<file path="src/rtl/instr_decode_stage.sv">
// instr_decode_stage
//   Registered, flow-controlled LEGv8 instruction decode stage. Classifies each
//   fetched instruction (R/D/I/B/CB/IW/UNK), extracts register numbers, shift
//   amount and an extended immediate, and presents the result one cycle after
//   acceptance through a 2-entry skid buffer (main entry drives out_*, skid
//   entry absorbs one extra word while the output is stalled).
// Ports
//   clk, rst          rising-edge clock, synchronous active-high reset
//   flush             drop both buffered entries and any word offered this cycle
//   in_valid/in_ready upstream handshake (in_ready is registered)
//   in_instr, in_pc   instruction word and its PC
//   out_valid/out_ready downstream handshake
//   out_*             decoded fields of the main entry
//   illegal_count     saturating count of delivered UNK entries
module instr_decode_stage #(
  parameter int unsigned INSTR_LEN  = 32,
  parameter int unsigned DATA_WIDTH = 64,
  parameter int unsigned PC_WIDTH   = 64,
  parameter int unsigned CNT_WIDTH  = 16
) (
  input  logic                  clk,
  input  logic                  rst,
  input  logic                  flush,
  input  logic                  in_valid,
  output logic                  in_ready,
  input  logic [INSTR_LEN-1:0]  in_instr,
  input  logic [PC_WIDTH-1:0]   in_pc,
  output logic                  out_valid,
  input  logic                  out_ready,
  output logic [PC_WIDTH-1:0]   out_pc,
  output logic [10:0]           out_opcode,
  output logic [2:0]            out_fmt,
  output logic [4:0]            out_rm_num,
  output logic [4:0]            out_rn_num,
  output logic [4:0]            out_rd_num,
  output logic [4:0]            out_rs2_num,
  output logic [5:0]            out_shamt,
  output logic [DATA_WIDTH-1:0] out_imm,
  output logic                  out_illegal,
  output logic [CNT_WIDTH-1:0]  illegal_count
);

  localparam logic [2:0] FmtR   = 3'd0;
  localparam logic [2:0] FmtD   = 3'd1;
  localparam logic [2:0] FmtI   = 3'd2;
  localparam logic [2:0] FmtB   = 3'd3;
  localparam logic [2:0] FmtCb  = 3'd4;
  localparam logic [2:0] FmtIw  = 3'd5;
  localparam logic [2:0] FmtUnk = 3'd7;

  typedef struct packed {
    logic [PC_WIDTH-1:0]   pc;
    logic [10:0]           opcode;
    logic [2:0]            fmt;
    logic [4:0]            rm;
    logic [4:0]            rn;
    logic [4:0]            rd;
    logic [4:0]            rs2;
    logic [5:0]            shamt;
    logic [DATA_WIDTH-1:0] imm;
    logic                  illegal;
  } entry_t;

  entry_t dec;
  entry_t main_q, main_d;
  entry_t skid_q, skid_d;
  logic   main_valid_q, main_valid_d;
  logic   skid_valid_q, skid_valid_d;
  logic [CNT_WIDTH-1:0] cnt_q, cnt_d;

  logic [10:0] opc;
  logic        accept;
  logic        drain;

  // Combinational decode of the offered word
  always_comb begin
    opc = in_instr[31:21];
    dec = '0;
    dec.pc     = in_pc;
    dec.opcode = opc;
    dec.rm     = in_instr[20:16];
    dec.rn     = in_instr[9:5];
    dec.rd     = in_instr[4:0];

    if (opc == 11'd1112 || opc == 11'd1624 || opc == 11'd1104 ||
        opc == 11'd1360 || opc == 11'd1691 || opc == 11'd1690) begin
      dec.fmt = FmtR;
    end else if (opc == 11'd1986 || opc == 11'd1984) begin
      dec.fmt = FmtD;
    end else if (opc[10:1] == 10'b1001000100 || opc[10:1] == 10'b1101000100) begin
      dec.fmt = FmtI;
    end else if (opc[10:5] == 6'b000101) begin
      dec.fmt = FmtB;
    end else if (opc[10:3] == 8'b10110100 || opc[10:3] == 8'b10110101) begin
      dec.fmt = FmtCb;
    end else if (opc[10:2] == 9'b110100101) begin
      dec.fmt = FmtIw;
    end else begin
      dec.fmt = FmtUnk;
    end

    // Store and compare-branch read their second operand from the Rt field
    dec.rs2 = (dec.fmt == FmtD || dec.fmt == FmtCb) ? in_instr[4:0] : in_instr[20:16];
    dec.shamt   = (dec.fmt == FmtR) ? in_instr[15:10] : 6'd0;
    dec.illegal = (dec.fmt == FmtUnk);

    case (dec.fmt)
      FmtD:    dec.imm = DATA_WIDTH'($signed(in_instr[20:12]));
      FmtI:    dec.imm = DATA_WIDTH'(in_instr[21:10]);
      FmtB:    dec.imm = DATA_WIDTH'($signed(in_instr[25:0]));
      FmtCb:   dec.imm = DATA_WIDTH'($signed(in_instr[23:5]));
      FmtIw:   dec.imm = DATA_WIDTH'(in_instr[20:5]) << {in_instr[22:21], 4'b0000};
      default: dec.imm = '0;
    endcase
  end

  assign accept = in_valid & in_ready;
  assign drain  = main_valid_q & out_ready;

  // Buffer next state. in_ready is low whenever the skid entry holds data,
  // so an accept and a skid-to-main move never coincide.
  always_comb begin
    main_d       = main_q;
    skid_d       = skid_q;
    main_valid_d = main_valid_q;
    skid_valid_d = skid_valid_q;
    cnt_d        = cnt_q;

    if (drain && main_q.illegal && cnt_q != {CNT_WIDTH{1'b1}}) begin
      cnt_d = cnt_q + 1'b1;
    end

    if (flush) begin
      main_valid_d = 1'b0;
      skid_valid_d = 1'b0;
    end else if (drain) begin
      if (skid_valid_q) begin
        main_d       = skid_q;
        skid_valid_d = 1'b0;
      end else if (accept) begin
        main_d = dec;
      end else begin
        main_valid_d = 1'b0;
      end
    end else if (accept) begin
      if (main_valid_q) begin
        skid_d       = dec;
        skid_valid_d = 1'b1;
      end else begin
        main_d       = dec;
        main_valid_d = 1'b1;
      end
    end
  end

  always_ff @(posedge clk) begin
    if (rst) begin
      main_q       <= '0;
      skid_q       <= '0;
      main_valid_q <= 1'b0;
      skid_valid_q <= 1'b0;
      cnt_q        <= '0;
    end else begin
      main_q       <= main_d;
      skid_q       <= skid_d;
      main_valid_q <= main_valid_d;
      skid_valid_q <= skid_valid_d;
      cnt_q        <= cnt_d;
    end
  end

  assign in_ready      = ~skid_valid_q;
  assign out_valid     = main_valid_q;
  assign out_pc        = main_q.pc;
  assign out_opcode    = main_q.opcode;
  assign out_fmt       = main_q.fmt;
  assign out_rm_num    = main_q.rm;
  assign out_rn_num    = main_q.rn;
  assign out_rd_num    = main_q.rd;
  assign out_rs2_num   = main_q.rs2;
  assign out_shamt     = main_q.shamt;
  assign out_imm       = main_q.imm;
  assign out_illegal   = main_q.illegal;
  assign illegal_count = cnt_q;

endmodule

</file>
<file path="config.mk">
export PLATFORM = sky130hd
export DESIGN_NAME = instr_decode_stage
export DESIGN_NICKNAME = d
export VERILOG_FILES = /design/src/rtl/instr_decode_stage.sv
export SDC_FILE = /design/constraint.sdc
export NUM_CORES = 1
export LEC_CHECK = 0
export ABC_AREA = 1
export BUFFER_PORTS_ARGS = -buffer_cell sky130_fd_sc_hd__buf_2
export CORE_ASPECT_RATIO = 0.75
export CORE_MARGIN = 4
export CORE_UTILIZATION = 35
export DETAILED_ROUTE_END_ITERATION = 8
export GPL_ROUTABILITY_DRIVEN = 1
export MAX_ROUTING_LAYER = met4
export SLEW_MARGIN = 5
export SYNTH_ARGS = -nofsm -noshare
export SYNTH_HDL_FRONTEND = slang
export SYNTH_SLANG_ARGS = --single-unit
</file>
<file path="constraint.sdc">
create_clock -name clk -period 2.1 [get_ports clk]
set_input_delay 0.105 -clock clk [delete_from_list [all_inputs] [get_ports clk]]
set_output_delay 0.105 -clock clk [all_outputs]
set_load 0.05 [all_outputs]
</file>
==> results_dict.tcl, run 1 <==
set metrics [dict create \
    drc_errors 0 \
    wire_per_inst_um 18.1 \
    fin_worst_skew_ps 11.6 \
    r2r_cells 7 \
    cp.buffers_inverters 2 \
    end_kind "flop" \
    crit_end "out_imm[19]" \
    dp_hpwl_mm 37.6 \
    drtPass1Iterations 5 \
    maxSlewViolCount 0 \
    reg2reg_slack_ps 210 \
    crit_fanout 45 \
    synth_fp_nets 2416 \
    r2r-end "out_imm[48]" \
    synthArstFlopShare 0 \
    cts_tree "built" \
    grtUsageTotal 0.232 \
    cts_num_sinks 356 \
    dp_worst_setup_slack_ps 60.1 \
    clk_pin_slew_ps 60 \
    slowest_stage "dlygate4sd3_1" \
    syn_area_per_cell_um2 7.02 \
    place_area_mm2 0.0182 \
    synth_flop_cell "dfxtp_1" \
    yosysWarnings 0 \
    die-height_um 195 \
    maxCapViolCount 0 \
    cts_buffers 40 \
    synth_edf_count 0 \
    hold_path_class "in -> reg" \
    period_minus_slack_ps 1910 \
    max_freq_mhz 522 \
    pwr-share-clk 0.460 \
    setup_viol 0 \
    die_w_um 257 \
    antenna_found_initial 2 \
    clock_latency_ps 550 \
    r2r_start "out_valid" \
    overflow 0 \
    power_frac_seq 0.424 \
    clk_path_buf_depth 3 \
    grt_pass1_vias 16000 \
    crit_required_ps 2570 \
    portBuffers 287 \
    grt_pass1_wl_mm 92.1 \
    final_common_cell "nand2_1" \
    start_kind "input pin" \
    synth_cell_type_count 38 \
    crit_start "in_instr[23]" \
    cp_cell_sequence "dlygate4sd3_1, buf_2, nor2_1, nand2_2, nor2_8, nand3_4, nand2_8, nor2_1, nand2_1, nand2_1, a21oi_1" \
    finalWorstSetupSlack_ps 185 \
    critPathKind "in -> reg" \
    final_cell_area_mm2 0.0205 \
    synth_cells 2314 \
    drt_iter0_markers 1390 \
    p_switching_uw 4410 \
    place_congestion 0.909 \
    max_stage_delay_ps 520 \
    cts_root_buf "clkbuf_16" \
    ioPinCount 288 \
    cp.arrival_ps 2390 \
    rows 68 \
    via_per_inst 5.30 \
    hold_viol_final 0 \
    vias 17000 \
    p_leak_uw 0.00910 \
    p_sw_frac 0.266 \
    start_util 0.354 \
    die-area_mm2 0.0500 \
    cp.depth 11 \
    power_frac_comb 0.115 \
    cts.htree.levels 2 \
    layout.nets 2683 \
    drive_gt1_frac 0.196 \
    ant_nets 0 \
    syn_area_mm2 0.0163 \
    rsz0062_at_grt "no" \
    setup_tns_ps 0 \
    grt_max_degree 102 \
    relSlewSlack 0.398 \
    power_density_mw_per_mm2 810 \
    crit_family "simple AND/OR/NAND/NOR gates" \
    fin_util 0.446 \
    finalCritPeriodShare 0.912 \
    intPower_uw 12200 \
    yosysSeqAreaShare 0.438 \
    peakVddDrop_mv 0.497 \
    syn_to_final_growth_pct 26.2 \
    status "completed" \
    wl_mm 58.1 \
    synth-seq-cells 356 \
    final_cell_mix "483 x nand2_1, 359 x nor2_1, 356 x dfxtp_1" \
    worstMarginPinSlew_ps 903 \
    coreArea_mm2 0.0459 \
]
-- layout make-up --
class / count / area, um^2
Antenna cell: 2 / 5.00
Clock buffer: 58 / 1200
Clock inverter: 14 / 226
Fill cell: 4621 / 25400
Inverter: 71 / 285
Multi-Input combinational cell: 1689 / 7960
Sequential cell: 356 / 7130
Tap cell: 595 / 744
Timing Repair Buffer: 423 / 2970
-- how the worst min path moves through the flow --
stage / depth (start not counted) / to / slack (ps) / start
after global routing: 3 / out_rm_num[3] / 50 / in_instr[19]
after CTS: 3 / out_rm_num[3] / 10 / in_instr[19]
after global placement: 3 / skid_q[109] / 370 / in_pc[4]
after detailed placement: 3 / skid_q[109] / 380 / in_pc[4]
final: 3 / out_rm_num[3] / 50 / in_instr[19]
after floorplan: 2 / skid_q[83] / 250 / in_instr[7]
-- synthesized netlist by cell type, types with 2 or more instances --
library cell  instances  area share
and2_1                2     0.00077
buf_2                58       0.018
buf_12                4      0.0049
nor2_2               46       0.018
o211ai_1             11      0.0051
inv_2                 7      0.0016
buf_6                 5      0.0035
nor3_2                3      0.0018
dfxtp_1             356        0.44
xnor2_1               3      0.0016
nand2_2               3      0.0012
buf_1                 8      0.0018
and3_1                2     0.00077
nand3_4               2      0.0022
a31oi_1              91       0.035
nor2_1              360       0.083
o21ai_0             268       0.083
o21ai_1              46       0.014
inv_1                63       0.015
nand3b_1              2     0.00092
nand4_1              20      0.0077
clkbuf_1            120       0.028
a21oi_1             139       0.043
a21oi_2              40       0.022
nor3_1               11      0.0034
nand3_2               3      0.0018
buf_4                 3      0.0014
xor2_1                5      0.0027
nand2_1             484        0.11
nand3_1             141       0.043
-- per-stage QoR --
step / cells / total power, uW / hold WS [ps]
floorplan: 2314 / 8350 / 254
global placement: 3042 / 8940 / 369
detailed placement: 3042 / 8960 / 381
CTS: 3206 / 16800 / 12.4
global route: 3208 / 17200 / 49.9
finish: 3208 / 16600 / 53.4
-- routing by layer --
metal / vias up / global-route usage / share of wire
met5: - / - / 0
met4: 0 / 0.0822 / 0.035
met3: 123 / 0.0505 / 0.074
met2: 584 / 0.338 / 0.43
met1: 8077 / 0.318 / 0.46
li1: 8207 / - / -
-- flip-flops by register name, summed over array words and instances, names as in the netlist --
signal         flops
out_fmt            3
illegal_count     16
out_illegal        1
out_pc            64
out_shamt          6
skid_valid_q       1
out_imm           64
out_rs2_num        5
out_opcode        11
out_rd_num         5
out_valid          1
out_rm_num         5
out_rn_num         5
skid_q           169
-- cell families after synthesis --
| group | after synthesis | synth area share |
|---|---|---|
| xor+xnor | 8 | 0.00431 |
| fa+ha+maj | 1 | 0.000770 |
| simple gates | 1084 | 0.281 |
| buf+inv | 269 | 0.0737 |
| flops | 356 | 0.438 |
| compound gates | 596 | 0.202 |
-- power groups by stage --
stage               combinational [uW]  sequential [uW]  clock (uW)
floorplan                          660             7690           0
global placement                  1750             7190           0
detailed placement                1760             7190           0
CTS                               1910             7050        7830
global route                      2060             7070        8090
finish                            1920             7050        7650
-- what timing repair did --
item	in CTS	in global routing
setup buffers	0	0
hold buffers	92	0
setup endpoints to repair	0	16
gates resized for setup	0	2
endpoints found under the hold margin	184	0
-- tightest hold or removal path, delay by kind of cell --
family	cells	cell delay [ps]
AOI/OAI and AO/OA	1	70
buffers and inverters	1	240
and+or+nand+nor	1	120
Power figures use the tool's default switching activity.
==> run 2: changes to the inputs <==
--- a/config.mk
+++ b/config.mk
@@ -13,7 +13,9 @@
 export DETAILED_ROUTE_END_ITERATION = 8
 export GPL_ROUTABILITY_DRIVEN = 1
 export MAX_ROUTING_LAYER = met4
+export RECOVER_POWER = 100
 export SLEW_MARGIN = 5
 export SYNTH_ARGS = -nofsm -noshare
 export SYNTH_HDL_FRONTEND = slang
 export SYNTH_SLANG_ARGS = --single-unit
+export TNS_END_PERCENT = 30
==> results_dict.tcl, run 2 (synthesis gave the netlist of run 1 again) <==
set metrics [dict create \
    status "completed" \
    overflow 0 \
    clk_path_buf_depth 3 \
    crit_required_ps 2520 \
    ant_nets 0 \
    post-cts-setup-buffer-count 0 \
    fin_worst_skew_ps 8.90 \
    drtPass1Iterations 5 \
    relSlewSlack 0.339 \
    top_register "skid_q" \
    largest_reg_flops 169 \
    cp_cell_sequence "dlygate4sd3_1, buf_2, inv_2, nand2_1, nor2_2, nand2_1, nand2_1, inv_1, nand2_1, nand3_1, nand2_1, a21oi_1" \
    hold_viol_final 0 \
    dp_hpwl_mm 37.6 \
    die-height_um 195 \
    rsz0062_at_grt "no" \
    max_stage_delay_ps 560 \
    end_kind "flop" \
    wire_per_inst_um 18.1 \
    holdWs_ps 61.5 \
    dp_worst_setup_slack_ps 60.1 \
    setup_viol 0 \
    peakVddDrop_mv 0.497 \
    drive_gt1_frac 0.111 \
    clk_pin_slew_ps 60 \
    crit_fanout 7 \
    cts_tree "built" \
    via_per_inst 5.31 \
    final_common_cell "nand2_1" \
    place_congestion 0.909 \
    cp.arrival_ps 2360 \
    cts_buffers 40 \
    grt_pass1_vias 16000 \
    syn_to_final_growth_pct 23.6 \
    start_util 0.354 \
    maxSlewViolCount 0 \
    worstMarginPinSlew_ps 992 \
    cts_num_sinks 356 \
    hold_path_class "in -> reg" \
    maxCapViolCount 0 \
    portBuffers 287 \
    die_w_um 257 \
    finalWorstSetupSlack_ps 158 \
    grt_pass1_wl_mm 92.1 \
    finalCritPeriodShare 0.925 \
    drc_errors 0 \
    setup_tns_ps 0 \
    layout.nets 2683 \
    max_freq_mhz 515 \
    drt_iter0_markers 1387 \
    period_minus_slack_ps 1940 \
    power_density_mw_per_mm2 823 \
    crit_family "simple AND/OR/NAND/NOR gates" \
    final_cell_mix "484 x nand2_1, 378 x nor2_1, 356 x dfxtp_1" \
    coreArea_mm2 0.0459 \
    rows 68 \
    die-area_mm2 0.0500 \
    grtUsageTotal 0.232 \
    grt_max_degree 102 \
    multi_input_area_mm2 0.00786 \
    fin_util 0.437 \
    crit_top_cell "nand2_1" \
    clock_latency_ps 550 \
    cts_root_buf "clkbuf_16" \
    cp.buffers_inverters 4 \
    cts.htree.levels 2 \
    start_kind "input pin" \
    p_leak_uw 0.00828 \
    fillCellCount 4752 \
    slowest_stage "dlygate4sd3_1" \
    critPathKind "in -> reg" \
    vias 17000 \
    wl_mm 58.2 \
    antenna_found_initial 2 \
    ioPinCount 288 \
    register_area_mm2 0.00713 \
]
[run 2: tightest hold or removal path: stages]
cell and delay (ps):
buf_2 240, nand2_1 120, a31oi_1 70
[run 2: final cells by class]
cell class | count | area share
sequential | 356 | 0.355
clock buffer | 58 | 0.0597
clock inverter | 14 | 0.0113
antenna | 2 | 0.000249
timing repair buffer | 423 | 0.132
tap | 595 | 0.0370
multi-input combinational | 1689 | 0.391
inverter | 71 | 0.0139
[run 2: where the power goes]
part	internal, uW	switching, uW
Sequential	6950	108
Clock	4700	2920
Combinational	500	1360
[run 2: final timing paths]
check	depth (start not counted)	to	slack, ps	startpoint
worst max-delay path	12	out_rs2_num[1]	160	in_instr[25]
worst min-delay path	3	out_rm_num[3]	60	in_instr[19]
worst max register to register	7	out_imm[48]	200	out_valid
worst min register to register	2	out_imm[18]	470	out_imm[18]
[run 2: repair_timing]
item / CTS / global route
hold buffers: 92 / 0
gates resized for setup: 0 / 2
endpoints found under the setup margin: 0 / 16
hold endpoints to repair: 184 / 0
[run 2: metal layers]
layer | routed length (um) | global-route usage | share of wire
met1 | 26900 | 0.318 | 0.46
met2 | 24800 | 0.338 | 0.43
met3 | 4450 | 0.0505 | 0.076
met4 | 2130 | 0.0822 | 0.037
met5 | 0 | - | 0
[run 2: metrics by stage]
step                      instances  area [um^2]  total power (uW)
after CTS                      3206        20500             16800
after detailed placement       3042        18200              8960
after floorplan                2314        16300              8350
after global placement         3042        18200              8940
after global routing           3208        20100             17200
final                          3208        20100             16500
